[src/rtl/sng_bank16.sv]
// -----------------------------------------------------------------------------
// sng_bank16 -- sixteen-channel stochastic number generator bank.
//
// Turns sixteen WIDTH-bit unsigned operands into sixteen unipolar bitstreams
// of LEN bits each. The bank drives the 16-bit input bus of the downstream
// non-scaled unary adder. All channels share one maximal-length Fibonacci
// LFSR. Each channel compares its operand against its own rotation of the
// LFSR state. Every rotation is a bijection on the nonzero states, so over a
// full LFSR period a channel emits exactly operand_i ones.
//
// Optional build macro:
//   SNG_CONT_EN -- continuous mode. The stream restarts at every period
//                  boundary, operands are re-latched there, and done pulses
//                  with the first bit of each new period. When undefined,
//                  the bank runs in single-shot mode.
//
// Ports:
//   clk       in   clock, rising edge
//   rst       in   asynchronous reset, active-high
//   start     in   begin a stream (sampled only in IDLE)
//   stop      in   abort the current stream (sampled in RUN)
//   value     in   NCH*WIDTH operands; channel i = value[i*WIDTH +: WIDTH]
//   seed      in   LFSR seed, latched on an accepted start (0 becomes 1)
//   out       out  NCH stream bits, one per channel
//   out_valid out  out carries a valid stream bit
//   busy      out  block is not in IDLE
//   done      out  one-cycle pulse after the last stream bit
// -----------------------------------------------------------------------------
module sng_bank16 #(
    parameter int WIDTH = 8,
    parameter int LEN   = 255,
    parameter int NCH   = 16
) (
    input  logic                 clk,
    input  logic                 rst,
    input  logic                 start,
    input  logic                 stop,
    input  logic [NCH*WIDTH-1:0] value,
    input  logic [WIDTH-1:0]     seed,
    output logic [NCH-1:0]       out,
    output logic                 out_valid,
    output logic                 busy,
    output logic                 done
);

    generate
        if (!(WIDTH == 4 || WIDTH == 8 || WIDTH == 10)) begin : g_bad_width
            $error("sng_bank16: WIDTH must be 4, 8 or 10");
        end
        if (LEN < 1 || LEN > (2 ** WIDTH) - 1) begin : g_bad_len
            $error("sng_bank16: LEN must be in 1 .. 2**WIDTH-1");
        end
        if (NCH != 16) begin : g_bad_nch
            $error("sng_bank16: NCH is fixed at 16");
        end
    endgenerate

    // Feedback tap masks (bit k set = 1-based tap k+1):
    // 4: x^4+x^3+1, 8: x^8+x^6+x^5+x^4+1, 10: x^10+x^7+1.
    localparam logic [WIDTH-1:0] TAPS = (WIDTH == 4) ? WIDTH'(4'hC) :
                                        (WIDTH == 8) ? WIDTH'(8'hB8) :
                                                       WIDTH'(10'h240);
    localparam logic [WIDTH-1:0] LAST = WIDTH'(LEN - 1);

    typedef enum logic [1:0] {
        S_IDLE = 2'd0,
        S_RUN  = 2'd1,
        S_DONE = 2'd2
    } state_t;

    state_t                 state_q, state_d;
    logic [NCH*WIDTH-1:0]   op_q, op_d;
    logic [WIDTH-1:0]       lfsr_q, lfsr_d;
    logic [WIDTH-1:0]       cnt_q, cnt_d;
    logic [NCH-1:0]         out_q, out_d;
    logic                   out_valid_q, out_valid_d;
    logic                   busy_q, busy_d;
    logic                   done_q, done_d;
`ifdef SNG_CONT_EN
    // Set on the period-wrap edge so done lines up with the next period's first bit.
    logic                   wrap_q, wrap_d;
`endif

    function automatic logic [WIDTH-1:0] lfsr_next(input logic [WIDTH-1:0] s);
        return {s[WIDTH-2:0], ^(s & TAPS)};
    endfunction

    function automatic logic [WIDTH-1:0] rotl(input logic [WIDTH-1:0] s, input int sh);
        logic [WIDTH-1:0] r;
        r = '0;
        for (int b = 0; b < WIDTH; b++) begin
            r[(b + sh) % WIDTH] = s[b];
        end
        return r;
    endfunction

    // The threshold rotl(s)-1 ranges over 0 .. 2^WIDTH-2 as s walks the
    // nonzero states. Therefore operand > threshold holds for exactly
    // operand states.
    function automatic logic [NCH-1:0] stream_bits(input logic [NCH*WIDTH-1:0] ops,
                                                   input logic [WIDTH-1:0]     s);
        logic [NCH-1:0]   b;
        logic [WIDTH-1:0] thr;
        b = '0;
        for (int i = 0; i < NCH; i++) begin
            thr  = rotl(s, i % WIDTH) - WIDTH'(1);
            b[i] = (ops[i*WIDTH +: WIDTH] > thr);
        end
        return b;
    endfunction

    always_comb begin
        state_d     = state_q;
        op_d        = op_q;
        lfsr_d      = lfsr_q;
        cnt_d       = cnt_q;
        out_d       = '0;
        out_valid_d = 1'b0;
        done_d      = 1'b0;
`ifdef SNG_CONT_EN
        wrap_d      = 1'b0;
`endif
        unique case (state_q)
            S_IDLE: begin
                if (start) begin
                    op_d    = value;
                    lfsr_d  = (seed == '0) ? WIDTH'(1) : seed;
                    cnt_d   = '0;
                    state_d = S_RUN;
                end
            end
            S_RUN: begin
                if (stop) begin
                    // Abort: the LFSR keeps its state, and no done pulse is emitted.
                    state_d = S_IDLE;
                    cnt_d   = '0;
                end else begin
                    out_d       = stream_bits(op_q, lfsr_q);
                    out_valid_d = 1'b1;
                    lfsr_d      = lfsr_next(lfsr_q);
                    cnt_d       = cnt_q + WIDTH'(1);
`ifdef SNG_CONT_EN
                    done_d = wrap_q;
                    if (cnt_q == LAST) begin
                        cnt_d  = '0;
                        op_d   = value;
                        wrap_d = 1'b1;
                    end
`else
                    if (cnt_q == LAST) begin
                        state_d = S_DONE;
                    end
`endif
                end
            end
            S_DONE: begin
                done_d  = 1'b1;
                state_d = S_IDLE;
            end
            default: begin
                state_d = S_IDLE;
            end
        endcase
        busy_d = (state_d != S_IDLE);
    end

    always_ff @(posedge clk or posedge rst) begin
        if (rst) begin
            state_q     <= S_IDLE;
            op_q        <= '0;
            lfsr_q      <= WIDTH'(1);
            cnt_q       <= '0;
            out_q       <= '0;
            out_valid_q <= 1'b0;
            busy_q      <= 1'b0;
            done_q      <= 1'b0;
`ifdef SNG_CONT_EN
            wrap_q      <= 1'b0;
`endif
        end else begin
            state_q     <= state_d;
            op_q        <= op_d;
            lfsr_q      <= lfsr_d;
            cnt_q       <= cnt_d;
            out_q       <= out_d;
            out_valid_q <= out_valid_d;
            busy_q      <= busy_d;
            done_q      <= done_d;
`ifdef SNG_CONT_EN
            wrap_q      <= wrap_d;
`endif
        end
    end

    assign out       = out_q;
    assign out_valid = out_valid_q;
    assign busy      = busy_q;
    assign done      = done_q;

endmodule

[config.mk]
export PLATFORM = sky130hd
export DESIGN_NAME = sng_bank16
export DESIGN_NICKNAME = d
export VERILOG_FILES = /design/src/rtl/sng_bank16.sv
export SDC_FILE = /design/constraint.sdc
export NUM_CORES = 1
export LEC_CHECK = 0
export ABC_AREA = 0
export BUFFER_PORTS_ARGS = -buffer_cell sky130_fd_sc_hd__buf_2
export CAP_MARGIN = 30
export CORE_MARGIN = 4
export CORE_UTILIZATION = 35
export CTS_BUF_LIST = sky130_fd_sc_hd__clkbuf_4
export DETAILED_ROUTE_END_ITERATION = 10
export PLACE_DENSITY = 0.56
export SYNTH_ARGS = -nofsm -noshare
export SYNTH_HDL_FRONTEND = slang
export SYNTH_SLANG_ARGS = --single-unit
export TNS_END_PERCENT = 20
[constraint.sdc]
create_clock -name clk -period 13 [get_ports clk]
set_input_delay 2.6 -clock clk [delete_from_list [all_inputs] [get_ports clk]]
set_output_delay 2.6 -clock clk [all_outputs]
set_load 0.005 [all_outputs]
After elaboration in Yosys (flattened, before gate mapping)
Index checks and enable logic that the tools add are counted.
{"block": "word_totals", "out_inout_bits": 19, "regBits": 165, "wordCells": 62, "in_bits": 140}
{"block": "classes", "muxes": 16, "reduce_logical": 8, "n_lt_le_gt_ge": 16, "n_eq_ne": 5, "n_addsub": 9}
{"operator": "greater-than comparator 8 bit", "count": 16}
{"operator": "subtractor 8 x 1 -> 8 bit (second input constant)", "count": 8}
{"operator": "2-to-1 mux 8 bit", "count": 5}
{"operator": "2-to-1 mux 16 bit", "count": 2}
{"operator": "one-hot mux 8 bit (2 select lines)", "count": 2}
{"operator": "adder 8 x 1 -> 8 bit (second input constant)", "count": 1}
{"operator": "== test 8 bit (second input constant)", "count": 1}
{"operator": "zero test 8 bit", "count": 1}
{"operator": "XOR reduction 8 bit", "count": 1}
{"operator": "2-to-1 mux 2 bit", "count": 3}
{"operator": "inequality test 2 bit (second input constant)", "count": 2}
{"operator": "one-hot mux 2 bit (2 select lines)", "count": 1}
{"operator": "AND reduction 2 bit", "count": 2}
{"operator": "nonzero test 2 bit", "count": 2}
{"operator": "2-to-1 mux 1 bit", "count": 3}
{"operator": "AND reduction 3 bit", "count": 1}
{"operator": "== test 2 x 1 -> 1 bit (second input constant)", "count": 1}
{"operator": "== test 2 bit (second input constant)", "count": 1}
{"operator": "zero test 2 bit", "count": 1}

Depth between registers and ports, before layout
Gate-level depths: netlist (run 1).
{"block": "depth", "word_depth": 5, "ltp_mapped": 13, "depth_no_buf": 12}

Least setup slack after synthesis (run 1)
OpenSTA, ideal clock, no wires.
{"block": "synth_path", "path_kind": "input to register", "start": "input port start", "end": "register op_q[29]", "setup_time_ps": 65, "required_time_ps": 12935, "arrival_time_ps": 3614, "stages": 6, "path_buffers": 3, "setup_slack_ps": 9320, "path_cell_list": "and2_1 -> clkbuf_1 -> clkbuf_1 -> buf_1 -> nand2_1 -> nand2_1"}
{"block": "synth_between", "elab_chain_cells": 1}
{"item": "start: declaration", "line_no": "36", "text": "input logic start,"}
{"item": "AND reduction 2 bit (no line)"}
{"item": "end signal: assignment", "line_no": "182", "text": "op_q <= op_d;"}
{"item": "end: declaration", "line_no": "72", "text": "logic [NCH*WIDTH-1:0] op_q, op_d;"}
No other way between the ends.
A chain may end at the register's enable or synchronous reset.

Worst setup path in the final report (run 1)
{"block": "layout_path", "start": "register lfsr_q[6]", "end": "register out_q[11], in the netlist out[11]"}
{"block": "layout_between", "elab_chain_cells": 4}
{"item": "start: declaration", "line_no": "73", "text": "logic [WIDTH-1:0] lfsr_q, lfsr_d;"}
{"item": "start signal: assignment", "line_no": "183", "text": "lfsr_q <= lfsr_d;"}
{"item": "subtractor 8 x 1 -> 8 bit", "line_no": "106", "text": "thr = rotl(s, i % WIDTH) - WIDTH'(1);"}
{"item": "greater-than comparator 8 bit", "line_no": "107", "text": "b[i] = (ops[i*WIDTH +: WIDTH] > thr);"}
{"item": "2-to-1 mux 16 bit", "line_no": "133", "text": "if (stop) begin"}
{"item": "2-to-1 mux 16 bit", "line_no": "123", "text": "unique case (state_q)"}
{"item": "named net out_d[11]", "line_no": "75", "text": "logic [NCH-1:0] out_q, out_d;"}
{"item": "end signal: assignment", "line_no": "185", "text": "out_q <= out_d;"}
{"item": "end: declaration", "line_no": "75"}
The timed path passes the listed nets, and every way through them passes these cells.

==> results of run 1 <==
## worst register-to-register path, cell delays in order, from the launching register on
cell,delay [ns]
dfrtp_1,0.71
clkinv_1,0.60
ha_1,0.51
nand2_1,0.10
nand2_1,0.09
nand2_1,0.10
nand2_1,0.06
a21oi_1,0.20
xnor2_1,0.14
ha_1,0.35
nand2_1,0.07
or4_1,0.52
a211oi_1,0.30
## power breakdown
group	internal, W	switching [W]	total (W)
logic	0.000462	0.000597	0.00106
registers	0.000615	0.000107	0.000721
clock network	0.000154	0.000200	0.000354
total	0.00123	0.000904	0.00214
## placed cells by master (no fill, tap or decap), types with 17 or more instances in the layout
master	n
a21oi_1	43
buf_2	158
clkbuf_4	17
dfrtp_1	164
ha_1	114
inv_1	32
nand2_1	403
nor2_1	34
nor2b_1	19
o21ai_0	57
xnor2_1	63
## final timing paths
check / end / slack (ns) / cells past startpoint / startpoint
setup reg to reg: out[11] / 9.14 / 12 / lfsr_q[6]
hold / removal: done / 0.47 / 1 / state_q[0]
max in group asynchronous: op_q[66] / 9.66 / 4 / rst
min in group asynchronous: op_q[89] / 2.17 / 2 / rst
setup / recovery: out[11] / 9.14 / 12 / lfsr_q[6]
hold reg to reg: done / 0.47 / 1 / state_q[0]
## per-layer routing
| layer | vias to the layer above | GRT usage | part of all wire |
|---|---|---|---|
| met5 | - | 0 | 0 |
| met4 | 0 | 0.0280 | 0.0068 |
| met3 | 10 | 0.0307 | 0.035 |
| met2 | 162 | 0.274 | 0.47 |
| met1 | 3873 | 0.241 | 0.48 |
| li1 | 4216 | - | - |
## final cells by class
cell class,instances,area share
tap,384,0.0408
timing repair buffer,164,0.0726
clock buffer,17,0.0108
antenna,2,0.000425
clock inverter,15,0.0171
multi-input combinational,919,0.494
inverter,42,0.0138
sequential,165,0.350
## sequential cells by signal (all words and copies together) (netlist names)
register / flops
op_q: 128
out: 16
cnt_q: 8
lfsr_q: 8
state_q: 2
busy: 1
done: 1
out_valid: 1
## stage by stage
stage | worst slack, ns | instance area, sq um
after CTS | 9.16 | 11800
after global routing | 8.94 | 11800
after global placement | 8.61 | 11400
final | 9.14 | 11800
after detailed placement | 8.58 | 11400
after floorplan | 5.94 | 10300
## kinds of logic (layout without fill, tap and decap cells)
group / count (synthesis) / after routing / share of synthesized area
buf+inv: 85 / 238 / 0.0330
simple gates: 536 / 536 / 0.219
fa+ha+maj: 122 / 122 / 0.147
mux: 7 / 7 / 0.00681
compound gates: 172 / 172 / 0.106
other cells: 0 / 2 / 0
xor+xnor: 82 / 82 / 0.0872
flops: 165 / 165 / 0.402
==> flow_summary.json, run 1 <==
{
  "placed_cells_incl_taps": 1673,
  "syn_nets": 1423,
  "post-synth-top-count-cell": "nand2_1",
  "cts.sinks": 165,
  "cp.buffers_inverters": 1,
  "cp_max_fo": 11,
  "yosysSeqAreaShare": 0.402,
  "synth_top_area_share": 0.399,
  "slowest_stage": "dfrtp_1",
  "netlist_instances": 1169,
  "routed_wl_mm": 27.4,
  "final.min_clock_period_ns": 3.86,
  "clockBufferDepth": 2,
  "cts_max_level": 4,
  "vias_per_cell": 4.84,
  "ys.flop_type": "dfrtp_1",
  "die_y_microns": 179,
  "drc_errors": 0,
  "post-synth-top-area-cell": "dfrtp_1",
  "critical_path.max_stage_delay_ns": 0.71,
  "num_vias": 8261,
  "tightest_slew_ns": 0.870,
  "first_iter_violations": 539,
  "fin_nets": 1563,
  "yosysWarnings": 0,
  "tns_ns": 0,
  "numCtsBuffers": 17,
  "crit_path_frequent_cell": "nand2_1",
  "p_per_area_nw_per_um2": 181,
  "p_leak_nw": 6.05,
  "fill_cells": 2951,
  "row_count": 62,
  "die_w_microns": 179,
  "drive_gt1_frac": 0.171,
  "status": "finished, final reports clean",
  "grt.overflow.total": 0,
  "fin_crit_sh": 0.297,
  "area_delta_synth_final_pct": 14.6,
  "port_buffers": 158,
  "io_pins": 159,
  "cts_setup_buffers": 0,
  "cp-end-kind": "flip-flop",
  "critPathArrivalTime_ns": 4.34,
  "cap_violations": 0,
  "crit_family": "simple AND/OR/NAND/NOR gates",
  "drtPass1Iterations": 8,
  "fin_util": 0.409,
  "rsz0062_at_grt": "false",
  "gp_congestion": 0.869,
  "max-slew-margin-rel": 0.420,
  "post_cts_resized": 0,
  "clk_pin_slew_worst_paths_ns": 0.16,
  "multiInputGateArea_sq_um": 5830,
  "dieArea_sq_um": 32200,
  "hp-class": "reg2reg",
  "cts_root_buf": "clkbuf_4",
  "cts_tree": "yes",
  "synth-edff-count": 0,
  "grt_pass1_vias": 8074,
  "postSynthAreaPerCell_sq_um": 8.80,
  "regArea_sq_um": 4130,
  "fin_cells": 1708,
  "synthTopCellsByArea": "dfrtp_1 40%, nand2_1 15%, ha_1 14%, xnor2_1 5.4%, o21ai_0 2.8%",
  "final_hold_viol_count": 0,
  "insertion_delay_ns": 0.58,
  "async_flop_share": 1.00,
  "finClkSkew_ns": 0.0192,
  "yosys-top-cells-count": "404 x nand2_1, 164 x dfrtp_1, 114 x ha_1",
  "fin_hold_ws_ns": 0.470,
  "path_cells": "clkinv_1, ha_1, nand2_1, nand2_1, nand2_1, nand2_1, a21oi_1, xnor2_1, ha_1, nand2_1, or4_1, a211oi_1",
  "postCtsHoldBufs": 0,
  "grt_pass1_wl_mm": 44.3,
  "mappedNetlistArea_sq_um": 10300,
  "grt_use_total": 0.169,
  "antenna_found_initial": 1,
  "slew_violations": 0,
  "path_class": "reg2reg",
  "start_kind": "flip-flop",
  "place_hpwl_mm": 20.5,
  "p_total_w": 0.00214,
  "worst_ep_required_time_ns": 13.48,
  "synth_seq_cells": 165,
  "ant_nets": 0,
  "grt_max_degree": 94,
  "start_util": 0.356,
  "setup_viol": 0,
  "ys_types": 65,
  "avgRoutedWirePerCell_microns": 16.0,
  "ir_worst_vdd_mv": 0.0715,
  "placeableCoreArea_sq_um": 28900,
  "fmax_mhz": 259
}
(Power assumes the default switching activity.)
==> run 2: changes to the inputs <==
--- a/config.mk
+++ b/config.mk
@@ -5,14 +5,14 @@
 export SDC_FILE = /design/constraint.sdc
 export NUM_CORES = 1
 export LEC_CHECK = 0
-export ABC_AREA = 0
+export ABC_AREA = 1
 export BUFFER_PORTS_ARGS = -buffer_cell sky130_fd_sc_hd__buf_2
 export CAP_MARGIN = 30
 export CORE_MARGIN = 4
 export CORE_UTILIZATION = 35
 export CTS_BUF_LIST = sky130_fd_sc_hd__clkbuf_4
 export DETAILED_ROUTE_END_ITERATION = 10
-export PLACE_DENSITY = 0.56
+export PLACE_DENSITY = 0.55
 export SYNTH_ARGS = -nofsm -noshare
 export SYNTH_HDL_FRONTEND = slang
 export SYNTH_SLANG_ARGS = --single-unit
==> constraint.sdc (replaced) <==
create_clock -name clk -period 3.99 [get_ports clk]
set_input_delay 0.798 -clock clk [delete_from_list [all_inputs] [get_ports clk]]
set_output_delay 0.798 -clock clk [all_outputs]
set_load 0.005 [all_outputs]
==> run 2 against run 1 <==
- count of clock-buffer cells in the layout did not move
- critical path depth rose by 1
- synthesized cell count rose by 22%
- synthesized area rose by 3.1%
- routed wire length rose by 9.2%
- clock skew rose by 0.0015 ns
- clock power rose to 2.9 times the previous value
- register-to-register slack got worse by 8.5 ns
- sequential share of layout area fell by 0.94 points
- final cell count rose by 16%
==> flow_summary.json, run 2 <==
{
  "fill_cells": 3165,
  "post-synth-top-area-cell": "dfrtp_1",
  "routed_wl_mm": 29.9,
  "io_pins": 159,
  "final_common_cell": "nand2_1",
  "drive_gt1_frac": 0.143,
  "largest_reg_flops": 128,
  "post-synth-top-count-cell": "nand2_1",
  "yosysSeqAreaShare": 0.389,
  "synth_top_area_share": 0.387,
  "start_kind": "flip-flop",
  "ys.flop_type": "dfrtp_1",
  "die_w_microns": 182,
  "cp_max_fo": 17,
  "finClkSkew_ns": 0.0207,
  "async_flop_share": 1.00,
  "cp-end-kind": "flip-flop",
  "grt.overflow.total": 0,
  "postSynthAreaPerCell_sq_um": 7.43,
  "placeableCoreArea_sq_um": 29800,
  "cts_max_level": 4,
  "clk_pin_slew_worst_paths_ns": 0.17,
  "tns_ns": 0,
  "grt_max_degree": 171,
  "grt_pass1_wl_mm": 47.6,
  "p_per_area_nw_per_um2": 640,
  "r2r-start": "lfsr_q[3]",
  "antenna_found_initial": 1,
  "cts_tree": "yes",
  "drtPass1Iterations": 5,
  "cts.sinks": 165,
  "post_cts_resized": 0,
  "port_buffers": 158,
  "yosysWarnings": 0,
  "mappedNetlistArea_sq_um": 10600,
  "avgRoutedWirePerCell_microns": 15.1,
  "place_hpwl_mm": 22.8,
  "fin_area_sq_um": 12100,
  "cap_violations": 0,
  "fmax_mhz": 295,
  "postCtsHoldBufs": 0,
  "fin_nets": 1826,
  "top_register": "op_q",
  "place_ws_ns": 0.703,
  "first_iter_violations": 550,
  "slew_violations": 0,
  "path_class": "reg2reg",
  "mostFrequentLayoutCells": "524 x nand2_1, 164 x dfrtp_1, 158 x buf_2",
  "reg2reg_depth": 13,
  "status": "finished, final reports clean",
  "final_hold_viol_count": 0,
  "gp_congestion": 0.869,
  "fin_hold_ws_ns": 0.279,
  "ant_nets": 0,
  "die_y_microns": 182,
  "p_leak_nw": 6.54,
  "tightest_slew_ns": 0.677,
  "r2r_slack_ns": 0.60,
  "hp-class": "in2async",
  "ir_worst_vdd_mv": 0.217,
  "cts_root_buf": "clkbuf_4",
  "fin_crit_sh": 0.849,
  "dieArea_sq_um": 33100,
  "netlist_instances": 1428,
  "grt_pass1_vias": 9095,
  "worst_ep_required_time_ns": 4.51,
  "setup_slack_ns": 0.603,
  "synthTopCellsByArea": "dfrtp_1 39%, nand2_1 19%, ha_1 13%, nand3_1 5.5%, inv_1 4.4%",
  "critPathArrivalTime_ns": 3.91,
  "setup_viol": 0,
  "rsz0062_at_grt": "false",
  "insertion_delay_ns": 0.59,
  "yosys-top-cells-count": "524 x nand2_1, 164 x dfrtp_1, 125 x inv_1",
  "vias_per_cell": 4.78,
  "r2r-end": "out[1]",
  "start_util": 0.356,
  "dpl_cell_area_sq_um": 11800,
  "clockBufferDepth": 2,
  "syn_nets": 1682,
  "num_vias": 9439,
  "drc_errors": 0,
  "numCtsBuffers": 17,
  "final.min_clock_period_ns": 3.39,
  "row_count": 63,
  "synth-edff-count": 0,
  "ys_types": 38,
  "synth_seq_cells": 165,
  "grt_use_total": 0.180,
  "area_delta_synth_final_pct": 14.2,
  "cts_setup_buffers": 0,
  "max-slew-margin-rel": 0.548
}
run 2: cell count changes after synthesis, moves of 11 or more:
| cell | delta |
|---|---|
| o21ai_0 | +21 |
| nand3_1 | +102 |
| nand2_1 | +120 |
| xnor2_1 | -54 |
| nor2_1 | +78 |
| buf_2 | +15 |
| nand2b_1 | -11 |
| xor2_1 | +19 |
| nor2b_1 | -19 |
| inv_1 | +92 |
run 2: worst max path at each step:
stage                         start      to  depth (start not counted)
after floorplan                 rst    busy                          1
after global placement    lfsr_q[3]  out[1]                         13
after detailed placement  lfsr_q[3]  out[1]                         13
after CTS                 lfsr_q[3]  out[1]                         13
after global routing      lfsr_q[3]  out[9]                         13
final                     lfsr_q[3]  out[1]                         13
run 2: area by class of cell:
cell class	instances	area (sq um)	share of cell area
multi-input combinational	1085	5780	0.477
sequential	165	4130	0.341
timing repair buffer	171	926	0.0764
inverter	132	502	0.0414
tap	390	488	0.0403
clock inverter	15	163	0.0134
clock buffer	17	128	0.0105
antenna	1	2.50	0.000207
run 2: kinds of logic after synthesis:
kind of cell,after synthesis,share of synthesized area
and+or+nand+nor,782,0.298
buffers and inverters,178,0.0674
DFF,165,0.389
AOI/OAI and AO/OA,157,0.0844
adders and majority gates,114,0.134
xor gates and xnor gates,32,0.0264
run 2: stage by stage:
stage          power (W)  utilization  std cells
2_1_floorplan    0.00553            -       1428
4_1_cts          0.00784        0.406       1975
5_1_grt          0.00864        0.407       1976
3_3_place_gp     0.00667        0.397       1943
3_5_place_dp     0.00676        0.397       1943
6_report         0.00776        0.407       1976
run 2: metal layers:
layer	vias to the layer above	global-route usage	wire length (microns)
met4	0	0.0453	444
li1	4892	-	-
met5	-	0	0
met1	4332	0.254	14500
met3	30	0.0287	1340
met2	185	0.289	13600
run 2: critical path, stage by stage, from the launching register on:
cell,delay [ns]
dfrtp_1,0.52
inv_1,0.55
ha_1,0.41
inv_2,0.11
a21oi_4,0.19
xor2_1,0.38
a31oi_1,0.07
a41oi_1,0.33
ha_1,0.33
nand2_1,0.08
nor2_1,0.05
nand3_1,0.08
nand2_1,0.05
a21oi_1,0.16
run 2: power breakdown:
| group | internal, W | switching [W] |
|---|---|---|
| logic | 0.00163 | 0.00278 |
| clock network | 0.000287 | 0.000742 |
| registers | 0.00202 | 0.000297 |
| total | 0.00394 | 0.00382 |
==> run 3: changes to the inputs <==
==> constraint.sdc (replaced) <==
create_clock -name clk -period 3.4 [get_ports clk]
set_input_delay 0.68 -clock clk [delete_from_list [all_inputs] [get_ports clk]]
set_output_delay 0.68 -clock clk [all_outputs]
set_load 0.005 [all_outputs]
==> run 3 against run 2 <==
- non-clock buffer count is 11 higher
- total power is 19% higher
- routed wire length is 1.0% higher
- core utilization is 0.29 points higher
- largest power group unchanged
- highest routed layer unchanged
==> flow_summary.json, run 3 (synthesized netlist as in run 2, its figures left out) <==
{
  "status": "finished, final reports clean",
  "setup_viol": 0,
  "largest_reg_flops": 128,
  "grt.overflow.total": 0,
  "grt_use_total": 0.183,
  "routed_wl_mm": 30.2,
  "p_sw_frac": 0.480,
  "cts_tree": "yes",
  "avgRoutedWirePerCell_microns": 15.2,
  "placeableCoreArea_sq_um": 29800,
  "path_depth": 10,
  "slew_violations": 0,
  "postCtsHoldBufs": 0,
  "grt_pass1_wl_mm": 48.3,
  "crit_path_frequent_cell": "ha_1",
  "ir_worst_vdd_mv": 0.357,
  "cp.buffers_inverters": 1,
  "final_hold_viol_count": 0,
  "placed_cells_incl_taps": 1954,
  "io_pins": 159,
  "met1_usage": 0.257,
  "place_hpwl_mm": 23.3,
  "hp-class": "in2async",
  "fin_crit_sh": 0.874,
  "clockBufferDepth": 2,
  "worst_ep_required_time_ns": 3.87,
  "cp-startpoint": "lfsr_q[0]",
  "clk_pin_slew_worst_paths_ns": 0.16,
  "clkPwrFrac": 0.137,
  "num_vias": 9479,
  "r2r-end": "out[13]",
  "gp_congestion": 0.889,
  "cts_root_buf": "clkbuf_4",
  "crit_family": "compound AO/OA/AOI/OAI gates",
  "drc_errors": 0,
  "grt_pass1_vias": 9119,
  "rsz0062_at_grt": "false",
  "max-slew-margin-rel": 0.488,
  "critical_path.max_stage_delay_ns": 0.71,
  "path_class": "reg2reg",
  "p_per_area_nw_per_um2": 757,
  "area_delta_synth_final_pct": 15.1,
  "die_y_microns": 182,
  "cp_max_fo": 10,
  "drive_gt1_frac": 0.148,
  "cp-end-kind": "flip-flop",
  "insertion_delay_ns": 0.58,
  "p_switching_w": 0.00443,
  "first_iter_violations": 530,
  "cts.sinks": 165,
  "path_cells": "inv_1, ha_1, a21oi_2, xor2_1, a31oi_1, a41oi_1, ha_1, a31o_2, nor2_1, a21oi_1",
  "fmax_mhz": 336,
  "cts_max_level": 4,
  "vias_per_cell": 4.77,
  "drtPass1Iterations": 5,
  "die_w_microns": 182,
  "grt_busiest_layer": "met2",
  "cts_setup_buffers": 0,
  "antenna_found_initial": 1,
  "finClkSkew_ns": 0.0208,
  "post_cts_resized": 0,
  "numCtsBuffers": 17,
  "slowest_stage": "dfstp_2",
  "p_leak_nw": 6.60,
  "fin_cells": 1987,
  "critPathCapture": "out[13]",
  "start_util": 0.356,
  "fin_nets": 1837,
  "cap_violations": 0,
  "p_seq_frac": 0.290,
  "top_register": "op_q",
  "r2r-start": "lfsr_q[0]",
  "tightest_slew_ns": 0.767,
  "ant_nets": 0,
  "dieArea_sq_um": 33100,
  "mostFrequentLayoutCells": "524 x nand2_1, 164 x dfrtp_1, 158 x buf_2",
  "port_buffers": 158,
  "p_total_w": 0.00923,
  "critPathArrivalTime_ns": 3.45,
  "row_count": 63,
  "tns_ns": 0,
  "final.min_clock_period_ns": 2.97,
  "internal_power_w": 0.00480,
  "met3_usage": 0.0283,
  "reg2reg_depth": 10,
  "comb_power_share": 0.573,
  "grt_max_degree": 171,
  "gr-usage-met2": 0.296,
  "final_common_cell": "nand2_1",
  "start_kind": "flip-flop",
  "r2r_slack_ns": 0.43
}
## run 3: cell type report
class,instances,area [sq um]
fillers,3122,17600
multi-input cells,1085,5780
flip-flops and latches,165,4130
repair buffers,182,1010
inverters,132,502
well taps,390,488
clock inverters,15,168
clock buffers,17,128
diodes,1,2.50
## run 3: worst min-delay path by stage
stage          startpoint        to  slack, ns  cells after the start
5_1_grt               rst  op_q[97]       0.22                      2
4_1_cts               rst  op_q[97]       0.19                      2
6_report              rst  op_q[97]       0.21                      2
3_3_place_gp   state_q[0]      done       0.44                      1
2_1_floorplan  state_q[0]      done       0.42                      1
3_5_place_dp   state_q[0]      done       0.46                      1
## run 3: metal layers
metal / up-vias / wire length, microns
met1: 4354 / 14700
met4: 0 / 558
met3: 32 / 1030
met2: 190 / 13900
met5: - / 0
li1: 4903 / -
## run 3: metrics by stage
stage / hold WS [ns] / instance area (sq um) / utilization / worst slack, ns
floorplan: 0.424 / 10600 / - / 0.622
CTS: 0.187 / 12200 / 0.409 / 0.445
global route: 0.219 / 12200 / 0.410 / 0.140
finish: 0.213 / 12200 / 0.410 / 0.427
detailed placement: 0.458 / 11900 / 0.400 / 0.454
global placement: 0.443 / 11900 / 0.400 / 0.586
## run 3: power by group through the flow
stage          Clock (W)  Combinational [W]  Sequential [W]
2_1_floorplan          0            0.00392         0.00257
3_3_place_gp           0            0.00520         0.00272
3_5_place_dp           0            0.00531         0.00272
4_1_cts          0.00131            0.00534         0.00268
5_1_grt          0.00139            0.00615         0.00273
6_report         0.00126            0.00529         0.00268
